File: config.mk
export PLATFORM = sky130hd
export DESIGN_NAME = mem_access_ctrl
export DESIGN_NICKNAME = d
export VERILOG_FILES = /design/src/rtl/mem_access_ctrl.sv
export SDC_FILE = /design/constraint.sdc
export NUM_CORES = 1
export LEC_CHECK = 0
export BUFFER_PORTS_ARGS = -buffer_cell sky130_fd_sc_hd__buf_2
export CORE_MARGIN = 5
export CORE_UTILIZATION = 55
export CTS_BUF_LIST = sky130_fd_sc_hd__clkbuf_4 sky130_fd_sc_hd__clkbuf_8 sky130_fd_sc_hd__clkbuf_16
export CTS_CLUSTER_SIZE = 40
export DETAILED_ROUTE_END_ITERATION = 16
export PLACE_DENSITY = 0.77
export SYNTH_ARGS = -nofsm -noshare
export SYNTH_HDL_FRONTEND = slang
export SYNTH_SLANG_ARGS = --single-unit
File: constraint.sdc
create_clock -name clk -period 3.63 [get_ports clk]
set_input_delay 0.363 -clock clk [delete_from_list [all_inputs] [get_ports clk]]
set_output_delay 0.363 -clock clk [all_outputs]
set_load 0.02 [all_outputs]
File: src/rtl/mem_access_ctrl.sv
// Pushbutton/switch front-end for the 32x4 board memory: debounced single-shot writes plus a timed address scan.
// All outputs registered; press is seen DEBOUNCE_CYCLES+2 cycles after key_n settles low.
module mem_access_ctrl #(
  parameter int DEBOUNCE_CYCLES = 500000,
  parameter int SCAN_PERIOD     = 50000000,
  parameter int ADDR_W          = 5,
  parameter int DATA_W          = 4
) (
  input  logic              clk,
  input  logic              rst_n,
  input  logic              key_n,
  input  logic [ADDR_W-1:0] sw_addr,
  input  logic [DATA_W-1:0] sw_data,
  input  logic              sw_we,
  input  logic              scan_en,
  output logic [ADDR_W-1:0] mem_addr,
  output logic [DATA_W-1:0] mem_din,
  output logic              mem_we,
  output logic              busy,
  output logic              scan_active
);

  localparam int CNT_W = $clog2(DEBOUNCE_CYCLES + 1);
  localparam int TMR_W = $clog2(SCAN_PERIOD + 1);

  typedef enum logic [2:0] {
    S_IDLE, S_WRITE, S_WAIT_REL, S_SCAN, S_SCAN_PAUSE
  } state_t;

  state_t            state_q, state_d;
  logic              sync1_q, sync1_d, sync2_q, sync2_d;
  logic              vld1_q, vld1_d, vld2_q, vld2_d;
  logic              arm_q, arm_d;
  logic              deb_q, deb_d;
  logic [CNT_W-1:0]  cnt_q, cnt_d;
  logic              press_q, press_d;
  logic [TMR_W-1:0]  timer_q, timer_d;
  logic [ADDR_W-1:0] mem_addr_q, mem_addr_d;
  logic [DATA_W-1:0] mem_din_q, mem_din_d;
  logic              mem_we_q, mem_we_d;
  logic              busy_q, busy_d;
  logic              scan_active_q, scan_active_d;
  logic              differ;

  always_comb begin
    sync1_d = key_n;
    sync2_d = sync1_q;
    vld1_d  = 1'b1;
    vld2_d  = vld1_q;
    // A key held through reset must be seen released before it can press.
    arm_d   = arm_q | (vld2_q & sync2_q);
    differ  = (sync2_q != deb_q);
    deb_d   = deb_q;
    cnt_d   = '0;
    press_d = 1'b0;
    if (differ) begin
      if (cnt_q == CNT_W'(DEBOUNCE_CYCLES - 1)) begin
        deb_d   = ~deb_q;
        press_d = deb_q & arm_q;
      end else begin
        cnt_d = cnt_q + 1'b1;
      end
    end

    state_d    = state_q;
    timer_d    = timer_q;
    mem_addr_d = mem_addr_q;
    mem_din_d  = mem_din_q;
    mem_we_d   = 1'b0;
    case (state_q)
      S_IDLE: begin
        if (scan_en) begin
          state_d = S_SCAN;
          timer_d = '0;
        end else if (press_q && sw_we) begin
          state_d  = S_WRITE;
          mem_we_d = 1'b1;
        end else if (press_q) begin
          state_d = S_WAIT_REL;
        end else begin
          mem_addr_d = sw_addr;
          mem_din_d  = sw_data;
        end
      end
      S_WRITE:    state_d = S_WAIT_REL;
      S_WAIT_REL: if (deb_q) state_d = S_IDLE;
      S_SCAN: begin
        if (!scan_en) begin
          state_d = S_IDLE;
        end else if (press_q) begin
          state_d = S_SCAN_PAUSE;
        end else if (timer_q == TMR_W'(SCAN_PERIOD - 1)) begin
          timer_d    = '0;
          mem_addr_d = mem_addr_q + 1'b1;
        end else begin
          timer_d = timer_q + 1'b1;
        end
      end
      S_SCAN_PAUSE: begin
        if (!scan_en)     state_d = S_IDLE;
        else if (press_q) state_d = S_SCAN;
      end
      default: state_d = S_IDLE;
    endcase
    busy_d        = (state_d == S_WRITE) || (state_d == S_WAIT_REL);
    scan_active_d = (state_d == S_SCAN) || (state_d == S_SCAN_PAUSE);
  end

  always_ff @(posedge clk or negedge rst_n) begin
    if (!rst_n) begin
      state_q       <= S_IDLE;
      sync1_q       <= 1'b1;
      sync2_q       <= 1'b1;
      vld1_q        <= 1'b0;
      vld2_q        <= 1'b0;
      arm_q         <= 1'b0;
      deb_q         <= 1'b1;
      cnt_q         <= '0;
      press_q       <= 1'b0;
      timer_q       <= '0;
      mem_addr_q    <= '0;
      mem_din_q     <= '0;
      mem_we_q      <= 1'b0;
      busy_q        <= 1'b0;
      scan_active_q <= 1'b0;
    end else begin
      state_q       <= state_d;
      sync1_q       <= sync1_d;
      sync2_q       <= sync2_d;
      vld1_q        <= vld1_d;
      vld2_q        <= vld2_d;
      arm_q         <= arm_d;
      deb_q         <= deb_d;
      cnt_q         <= cnt_d;
      press_q       <= press_d;
      timer_q       <= timer_d;
      mem_addr_q    <= mem_addr_d;
      mem_din_q     <= mem_din_d;
      mem_we_q      <= mem_we_d;
      busy_q        <= busy_d;
      scan_active_q <= scan_active_d;
    end
  end

  assign mem_addr    = mem_addr_q;
  assign mem_din     = mem_din_q;
  assign mem_we      = mem_we_q;
  assign busy        = busy_q;
  assign scan_active = scan_active_q;

endmodule

=== Word level (Yosys, flattened, before mapping) ===
Cells that the tools add are included.

* Add/subtract/negate cells: 3
* Equal/unequal tests: 18
* Muxes and demuxes: 28
* Bitwise gates (word level): 7
* Reduce and logical (&&, ||, !) cells: 9

{| class="wikitable"
|+ Operators with widths
! kind !! count
|-
| $mux 26 || 4
|-
| $pmux 26 s2 || 1
|-
| $mux 19 || 2
|-
| $mux 5 || 6
|-
| $add 26x1->26 const B || 1
|-
| $eq 26x26->1 const B || 1
|-
| $mux 3 || 8
|-
| $add 19x1->19 const B || 1
|-
| $eq 19x19->1 const B || 1
|-
| $pmux 3 s5 || 1
|-
| $ne 2x2->1 const B || 7
|-
| $eq 3x2->1 const B || 4
|-
| $pmux 5 s2 || 1
|-
| $reduce_and 4->1 || 2
|-
| $reduce_and 7->1 || 1
|-
| $eq 3x1->1 const B || 2
|-
| $eq 3x3->1 const B || 2
|-
| $add 5x1->5 const B || 1
|-
| $mux 1 || 5
|-
| $not 1->1 || 4
|-
| $logic_not 3->1 || 1
|-
| $and 1x1->1 || 2
|-
| $logic_or 1x1->1 || 2
|-
| $reduce_and 2->1 || 1
|-
| 4 further kinds || 4
|}

* Register bits after elaboration: 67
* Bits of input ports: 14
* Output and inout bits: 12
* Logic and storage cells: 80

=== Longest topological paths before layout ===
Gate-level depths: netlist of run 1.

* Word-level depth: 6
* Depth in mapped cells: 8
* Depth with buffers taken out: 6

=== Worst setup path before layout of run 1 ===
OpenSTA, ideal clock, no wires.

* Path type: register to register
* From: reg timer_q[0]
* To: reg mem_addr_q[1] (netlist: mem_addr[1])
* Library setup time: 125 ps
* Arrival: 2012 ps
* Data required time: 3505 ps
* Slack: 1493 ps
* Stages on the path, launching flop included: 8
* Buffers on the path: 1
* Clock period less this slack: 2137 ps
* Path through: dfrtp_1 -> ha_1 -> and4_4 -> nand4_1 -> or4_1 -> buf_2 -> a21oi_2 -> mux2_2

* Cells in the longest elaborated chain, start to end: 3

{| class="wikitable"
|+ RTL lines
! what !! RTL line !! text
|-
| start: declaration || 37 || <nowiki>logic [TMR_W-1:0] timer_q, timer_d;</nowiki>
|-
| start signal: assignment || 136 || <nowiki>timer_q <= timer_d;</nowiki>
|-
| $eq 26x26->1 || 92 || <nowiki>end else if (timer_q == TMR_W'(SCAN_PERIOD - 1)) begin</nowiki>
|-
| $ne 2x2->1 (no source line) || -- ||
|-
| $reduce_and 7->1 (no source line) || -- ||
|-
| end signal: assignment || 137 || <nowiki>mem_addr_q <= mem_addr_d;</nowiki>
|-
| end: declaration || 38 || <nowiki>logic [ADDR_W-1:0] mem_addr_q, mem_addr_d;</nowiki>
|}

No other way between the ends.
A chain may end at the register's enable or synchronous reset.

=== Worst setup path after layout of run 1 ===
Ends and elaborated chain as after synthesis.

==> results of run 1 <==
## area by class of cell
class | count | area share (%)
repair buffers | 27 | 3.71
multi-input cells | 251 | 43.5
clock inverters | 7 | 1.82
clock buffers | 9 | 3.28
inverters | 7 | 0.696
flip-flops and latches | 67 | 44.5
well taps | 75 | 2.49
## power breakdown
part / leakage [nW] / internal, mW / switching [mW]
clock: 0.0950 / 0.314 / 0.282
combinational: 0.663 / 0.197 / 0.318
sequential: 0.885 / 0.835 / 0.0772
## through the flow
step           setup slack [ns]  hold slack, ns  cells
2_1_floorplan              1.49          0.0674    339
3_3_place_gp               1.39           0.332    427
3_5_place_dp               1.30           0.336    427
4_1_cts                    1.29          0.0149    443
5_1_grt                    1.20          0.0376    443
6_report                   1.29        -0.00318    443
## metal layers
layer / vias to the layer above / routed length [µm]
met5: - / 0
met4: 0 / 83
met3: 11 / 358
met2: 60 / 3050
li1: 1255 / -
met1: 1212 / 2880
## critical path, stage by stage (launching register included)
cell and delay [ns]:
dfrtp_1 0.38, ha_1 0.24, and4_4 0.27, nand4_1 0.08
or4_1 0.62, a21oi_2 0.29, mux2_2 0.36
## placed cells by master, fill, tap and decap left out, drive strengths merged, types with 2 or more instances in the layout
cell type / n
nand3: 21
a211o: 2
nand2: 20
nor4bb: 2
dfrtp: 64
clkbuf: 9
clkinv: 4
nand3b: 3
o21ai: 11
or3: 4
a21oi: 6
nor4b: 2
xor2: 25
and3: 4
ha: 3
inv: 7
and2: 3
a2111oi: 3
or2: 5
nand4: 17
nor3: 7
xnor2: 11
a21o: 5
nor2b: 4
dfstp: 3
mux2: 8
clkinvlp: 2
a22o: 6
buf: 27
and4: 6
nor2: 48
nor4: 6
## state kept, by name, summed over array words and instances (netlist names), 3 cells and up
name / cells
cnt_q: 19
timer_q: 26
state_q: 3
mem_addr: 5
mem_din: 4
## cells by family (layout without fill, tap and decap cells)
family	Yosys count	after routing	synth area share, %
and+or+nand+nor	158	158	24.6
DFF	67	67	49.2
AOI/OAI and AO/OA	44	44	10.1
xor gates and xnor gates	36	36	9.24
buffers and inverters	21	50	2.68
muxes	9	9	2.93
adders and majority gates	3	3	1.10
other	1	1	0.110
## final timing paths
path | start | to | slack (ns) | cells after the start
min in group clk | key_n | sync1_q | 0.11 | 1
setup reg to reg | timer_q[0] | mem_addr[1] | 1.29 | 6
hold reg to reg | vld1_q | vld2_q | 0.35 | 0
hold / removal | rst_n | busy | -0.003 | 1
setup / recovery | timer_q[0] | mem_addr[1] | 1.29 | 6
max in group asynchronous | rst_n | deb_q | 2.69 | 2
==> results.json, run 1 <==
{
  "place_area_um2": 3580,
  "fin_crit_sh_pct": 64.6,
  "path_max_fanout": 6,
  "grt_pass1_vias": 2450,
  "synth_area_um2": 3410,
  "multi_input_area_um2": 1640,
  "io_buffers": 25,
  "dp_hpwl_um": 4480,
  "synth.area.top_cells": "dfrtp_1 (47%), xor2_1 (6.4%), nor2_1 (5.3%)",
  "busiest_layer": "met2",
  "ys_types": 56,
  "place.gp.congestion": 0.867,
  "fin_nets": 380,
  "die_width_um": 88.8,
  "cts_buffer_depth": 2,
  "viasPerCell": 5.73,
  "drive_gt1_share_pct": 17.7,
  "required_ns": 3.86,
  "tightest_slew_ns": 0.754,
  "antenna_found_initial": 0,
  "status": "finished with violations",
  "worstSetupStartpointType": "register",
  "cts_tree": "yes",
  "use_met3_pct": 5.12,
  "drt-initial-drc-count": 119,
  "yosysMostFrequentCell": "dfrtp_1",
  "postCtsSetupBuffers": 0,
  "synth_flop_cell": "dfrtp_1",
  "coreArea_um2": 5990,
  "hold_viol_final": 2,
  "synth_common_cells": "dfrtp_1 (64), nor2_1 (48), xor2_1 (25)",
  "grt_setup_unrepaired": "false",
  "n_antenna_cell": 0,
  "critical_path_class": "reg -> reg",
  "cts.sinks": 67,
  "finClkSkew_ns": 0.00990,
  "power_mw": 2.02,
  "setup_tns_ns": 0,
  "leakagePower_nw": 1.64,
  "slew_viol_final": 0,
  "irDropWorstVdd_mv": 0.326,
  "cts_htree_levels": 3,
  "wire_per_inst_um": 14.4,
  "fin_util_pct": 63.0,
  "area_delta_synth_final_pct": 10.6,
  "maxCapViolCount": 0,
  "power.density_nw_per_um2": 536,
  "num_rows": 28,
  "ys_seq_area_share_pct": 49.2,
  "crit_path_end_kind": "register",
  "failed_checks": "hold timing",
  "arrival_ns": 2.57,
  "grt_util_all_layers_pct": 17.8,
  "overflow": 0,
  "path_clk_slew_ns": 0.07,
  "drc_errors": 0,
  "syn_avg_cell_area_um2": 10.1,
  "timing.hold.ws_ns": -0.00318,
  "first_pass_iters": 4,
  "insertion_delay_ns": 0.34,
  "vias": 2538,
  "async_flop_share_pct": 100,
  "netlist.top_cell.by_area": "dfrtp_1",
  "ys_warn_count": 0,
  "use_met1_pct": 21.9,
  "syn_inst": 339,
  "routed_wl_um": 6370,
  "cts_buffers": 9,
  "ff_latch_area_um2": 1680,
  "cts_root_buf": "clkbuf_8",
  "setup-violations-final": 0,
  "cts_resized": 0,
  "grt_pass1_wl_um": 11000,
  "grt_max_degree": 44,
  "dieArea_um2": 7880,
  "syn-num-nets": 356,
  "maxSlewHeadroom_pct": 49.3,
  "ant_nets": 0,
  "fillers": 492,
  "max_freq_mhz": 426,
  "synth-edff-count": 0,
  "ys_ff_latch": 67,
  "synth.top_cell.area_share_pct": 46.9,
  "start_util_pct": 57.0,
  "grt_use_met2_pct": 30.4,
  "cts_hold_buf": 0,
  "finalInstanceArea_um2": 3770,
  "ioPinCount": 26,
  "die_h_um": 88.8,
  "hp-class": "in -> async",
  "post-route-min-period_ns": 2.34
}
Power figures use the tool's default switching activity.
==> run 2: changes to the inputs <==
==> constraint.sdc (replaced) <==
create_clock -name clk -period 2.2 [get_ports clk]
set_input_delay 0.22 -clock clk [delete_from_list [all_inputs] [get_ports clk]]
set_output_delay 0.22 -clock clk [all_outputs]
set_load 0.02 [all_outputs]
==> run 2 against run 1 <==
The run now ends clean. Sequential power is 64% higher. Final area is 4.5% higher. Cell count increased by 5.0%. Maximum frequency up 12%. Total power rose by 63%. Non-clock buffer count increased by 22. Clock skew rose by 0.0046 ns. Clock-buffer cell count unchanged. Critical path depth stayed put. Die area is the same. Sequential share of layout area fell by 1.9 points. Core utilization increased by 2.8 points.
==> results.json, run 2 (synthesis results as in run 1) <==
{
  "start_util_pct": 57.0,
  "ioPinCount": 26,
  "setup_tns_ns": 0,
  "tightest_slew_ns": 0.623,
  "regMostFlops": "timer_q",
  "die_width_um": 88.8,
  "drt-initial-drc-count": 197,
  "grt_pass1_vias": 2694,
  "dp_slack_ns": 0.0312,
  "largest_reg_flops": 26,
  "cts_root_buf": "clkbuf_8",
  "fin_crit_sh_pct": 94.8,
  "setup-violations-final": 0,
  "fin_nets": 402,
  "slew_viol_final": 0,
  "cts_buffer_depth": 2,
  "power.density_nw_per_um2": 838,
  "cts_tree": "yes",
  "first_pass_iters": 4,
  "grt_util_all_layers_pct": 19.5,
  "io_buffers": 25,
  "drc_errors": 0,
  "cts_buffers": 9,
  "insertion_delay_ns": 0.35,
  "status": "finished clean",
  "grt_setup_unrepaired": "false",
  "finClkSkew_ns": 0.0145,
  "coreArea_um2": 5990,
  "layout_common_cells": "dfrtp_1 (64), nor2_1 (48), xor2_1 (25), buf_2 (25)",
  "place_area_um2": 3740,
  "crit_path_end_kind": "register",
  "final_common_cell": "dfrtp_1",
  "finalInstanceArea_um2": 3940,
  "viasPerCell": 5.74,
  "arrival_ns": 2.32,
  "die_h_um": 88.8,
  "leakagePower_nw": 1.75,
  "dieArea_um2": 7880,
  "overflow": 0,
  "grt_pass1_wl_um": 11900,
  "dp_hpwl_um": 4880,
  "hold_viol_final": 0,
  "maxSlewHeadroom_pct": 58.5,
  "grt_max_degree": 32,
  "maxCapViolCount": 0,
  "setup_ws_ns": 0.115,
  "hp-class": "in -> reg",
  "antenna_found_initial": 0,
  "max_freq_mhz": 480,
  "critical_path_class": "reg -> reg",
  "path_clk_slew_ns": 0.08,
  "routed_wl_um": 6920,
  "ant_nets": 0,
  "vias": 2668,
  "timing.hold.ws_ns": 0.105,
  "cts_htree_levels": 3,
  "cts.sinks": 67,
  "drive_gt1_share_pct": 22.1,
  "worstSetupStartpointType": "register",
  "place.gp.congestion": 0.843,
  "wire_per_inst_um": 14.9,
  "path_max_fanout": 6,
  "r2r_setup_slack_ns": 0.11,
  "irDropWorstVdd_mv": 0.619,
  "num_rows": 28,
  "post-route-min-period_ns": 2.09,
  "area_delta_synth_final_pct": 15.5,
  "required_ns": 2.43,
  "n_antenna_cell": 0
}
[run 2: path summary, 6_finish.rpt]
path,start,end,cells past startpoint
max,timer_q[1],mem_addr[1],6
min,sw_data[1],mem_din[1],2
max reg2reg,timer_q[1],mem_addr[1],6
min reg2reg,sync1_q,sync2_q,0
max in group asynchronous,rst_n,cnt_q[11],3
min in group asynchronous,rst_n,scan_active,2
[run 2: layout make-up]
type | count | area [µm²]
Multi-Input combinational cell | 251 | 1650
Clock buffer | 9 | 124
Inverter | 7 | 26.3
Tap cell | 75 | 93.8
Sequential cell | 67 | 1680
Fill cell | 474 | 2050
Timing Repair Buffer | 49 | 323
Clock inverter | 7 | 51.3
[run 2: critical path, stage by stage (launching register included)]
cell	delay (ns)
dfrtp_1	0.39
ha_1	0.19
and4_4	0.24
nand4_1	0.08
or4_4	0.56
a21oi_2	0.19
mux2_2	0.34
[run 2: repair_timing]
item	CTS	global route
hold buffers	2	0
endpoints found under the setup margin	0	3
setup buffers	0	0
hold endpoints to repair	23	0
resized for setup	0	1
[run 2: per-stage QoR]
| stage | util [%] | power, mW | std cells |
|---|---|---|---|
| global route | 65.8 | 3.48 | 465 |
| CTS | 65.8 | 3.33 | 465 |
| floorplan | - | 2.12 | 339 |
| detailed placement | 62.5 | 2.41 | 447 |
| finish | 65.8 | 3.30 | 465 |
| global placement | 62.5 | 2.38 | 447 |
[run 2: where the power goes]
part           internal (mW)  switching [mW]  total [mW]
clock                  0.414           0.502       0.916
combinational          0.353           0.534       0.887
sequential              1.38           0.123        1.50
total                   2.14            1.16        3.30
[run 2: routing by layer]
metal	up-vias	part of all wire, %	GRT usage, %
met5	-	0	0
met4	0	2.4	10.6
met3	18	4.4	3.17
met2	52	49	33.3
met1	1301	45	23.4
li1	1297	-	-
==> run 3: changes to the inputs <==
--- a/config.mk
+++ b/config.mk
@@ -6,12 +6,14 @@
 export NUM_CORES = 1
 export LEC_CHECK = 0
 export BUFFER_PORTS_ARGS = -buffer_cell sky130_fd_sc_hd__buf_2
+export CELL_PAD_IN_SITES_DETAIL_PLACEMENT = 2
+export CELL_PAD_IN_SITES_GLOBAL_PLACEMENT = 2
 export CORE_MARGIN = 5
-export CORE_UTILIZATION = 55
+export CORE_UTILIZATION = 42
 export CTS_BUF_LIST = sky130_fd_sc_hd__clkbuf_4 sky130_fd_sc_hd__clkbuf_8 sky130_fd_sc_hd__clkbuf_16
 export CTS_CLUSTER_SIZE = 40
 export DETAILED_ROUTE_END_ITERATION = 16
-export PLACE_DENSITY = 0.77
+export PLACE_DENSITY = 0.88
 export SYNTH_ARGS = -nofsm -noshare
 export SYNTH_HDL_FRONTEND = slang
 export SYNTH_SLANG_ARGS = --single-unit
==> constraint.sdc (replaced) <==
create_clock -name clk -period 2.45 [get_ports clk]
set_input_delay 0.245 -clock clk [delete_from_list [all_inputs] [get_ports clk]]
set_output_delay 0.245 -clock clk [all_outputs]
set_load 0.02 [all_outputs]
==> run 3 against run 2 <==
Sequential power decreased by 9%. Combinational power down 4.8%. Core utilization down 15 points. Final area fell by 0.35%. Worst hold slack better by 0.0083 ns. Flip-flop and latch count unchanged. Total power down 0.75%. Setup slack better by 0.022 ns. Wire length up 49%. Clock power grew 17%. Critical path type unchanged.
==> results.json, run 3 (synthesis results as in run 1) <==
{
  "status": "finished clean",
  "die_width_um": 100,
  "crit_path_end_kind": "register",
  "slew_viol_final": 0,
  "arrival_ns": 2.57,
  "fin_util_pct": 50.3,
  "n_antenna_cell": 0,
  "finClkSkew_ns": 0.0138,
  "worstSetupStartpointType": "register",
  "start_util_pct": 43.7,
  "hp-class": "in -> reg",
  "path_clk_slew_ns": 0.09,
  "area_delta_synth_final_pct": 15.1,
  "cts_buffers": 9,
  "grt_setup_unrepaired": "false",
  "ioPinCount": 26,
  "viasPerCell": 5.83,
  "irDropWorstVdd_mv": 0.357,
  "fin_nets": 389,
  "leakagePower_nw": 1.71,
  "tightest_slew_ns": 0.699,
  "drt-initial-drc-count": 135,
  "grt_pass1_wl_um": 17300,
  "dp_hpwl_um": 6420,
  "die_h_um": 100,
  "postCtsSetupBuffers": 0,
  "num_rows": 32,
  "hold_viol_final": 0,
  "insertion_delay_ns": 0.37,
  "place.gp.congestion": 0.777,
  "required_ns": 2.70,
  "final_common_cell": "dfrtp_1",
  "r2r_setup_slack_ns": 0.14,
  "regMostFlops": "timer_q",
  "critical_path_class": "reg -> reg",
  "path_max_fanout": 6,
  "post-route-min-period_ns": 2.31,
  "grt_max_degree": 68,
  "cts_htree_levels": 3,
  "cts.sinks": 67,
  "wire_per_inst_um": 21.5,
  "setup_tns_ns": 0,
  "first_pass_iters": 4,
  "drive_gt1_share_pct": 19.6,
  "io_buffers": 25,
  "dieArea_um2": 10000,
  "setup-violations-final": 0,
  "routed_wl_um": 10300,
  "dp_slack_ns": 0.0842,
  "cts_tree": "yes",
  "grt_pass1_vias": 3270,
  "drc_errors": 0,
  "instances_no_fill": 479,
  "fin_crit_sh_pct": 94.4,
  "largest_reg_flops": 26,
  "dp.cells": 461,
  "setup_ws_ns": 0.136,
  "maxCapViolCount": 0,
  "coreArea_um2": 7810,
  "max_freq_mhz": 432,
  "ant_nets": 0,
  "antenna_found_initial": 0,
  "power.density_nw_per_um2": 834,
  "layout_common_cells": "dfrtp_1 (64), nor2_1 (48), xor2_1 (25), buf_2 (25), nand3_1 (21)",
  "overflow": 0,
  "grt_util_all_layers_pct": 22.1,
  "cts_root_buf": "clkbuf_8",
  "maxSlewHeadroom_pct": 53.4,
  "cts_buffer_depth": 2,
  "vias": 2793
}
[run 3: cell count changes in the layout (fill, tap and decap cells not counted), sizes merged]
cell,change
clkinvlp,-1
clkbuf,+1
buf,-13
bufinv,+2
inv,-2
[run 3: path summary, 6_finish.rpt]
| path | from | depth (start not counted) | end |
|---|---|---|---|
| worst min-delay path | sw_data[0] | 2 | mem_din[0] |
| max in group asynchronous | rst_n | 3 | deb_q |
| worst max register to register | timer_q[0] | 6 | mem_addr[1] |
| worst min register to register | sync1_q | 0 | sync2_q |
| worst max-delay path | timer_q[0] | 6 | mem_addr[1] |
| min in group asynchronous | rst_n | 3 | mem_din[0] |
[run 3: area by class of cell]
class,count,area [µm²]
Fill cell,834,3880
Sequential cell,67,1680
Multi-Input combinational cell,251,1650
Timing Repair Buffer,36,225
Clock buffer,10,131
Tap cell,102,128
Clock inverter,6,90.1
Inverter,7,26.3
[run 3: per-stage QoR]
| step | power (mW) | hold slack, ns | area (µm²) |
|---|---|---|---|
| after floorplan | 1.91 | -0.0506 | 3410 |
| after global placement | 2.15 | 0.295 | 3680 |
| after detailed placement | 2.20 | 0.313 | 3680 |
| after CTS | 3.29 | 0.115 | 3920 |
| after global routing | 3.45 | 0.113 | 3930 |
| final | 3.28 | 0.113 | 3930 |
[run 3: metal layers]
layer / vias up / GRT usage, % / share of wire (%)
li1: 1271 / - / -
met1: 1431 / 26.2 / 42
met2: 65 / 38.1 / 50
met3: 26 / 4.66 / 4.4
met4: 0 / 10.3 / 3.1
met5: - / 0 / 0
[run 3: critical path, cell delays in order (launching register included)]
cell and delay (ns):
dfrtp_1 0.39, ha_1 0.25, and4_4 0.28, nand4_1 0.10, or4_4 0.56, a21oi_2 0.27, mux2_2 0.36
[run 3: timing repair]
item                                    in CTS  in global routing
hold buffers                                 2                  0
endpoints found under the setup margin       7                  8
resized for setup                            1                  2
endpoints found under the hold margin       65                  0
[run 3: power by group]
part / leakage [nW] / switching [mW] / internal, mW
Combinational: 0.716 / 0.538 / 0.306
Clock: 0.110 / 0.484 / 0.586
Sequential: 0.885 / 0.128 / 1.24
Total: 1.71 / 1.15 / 2.13
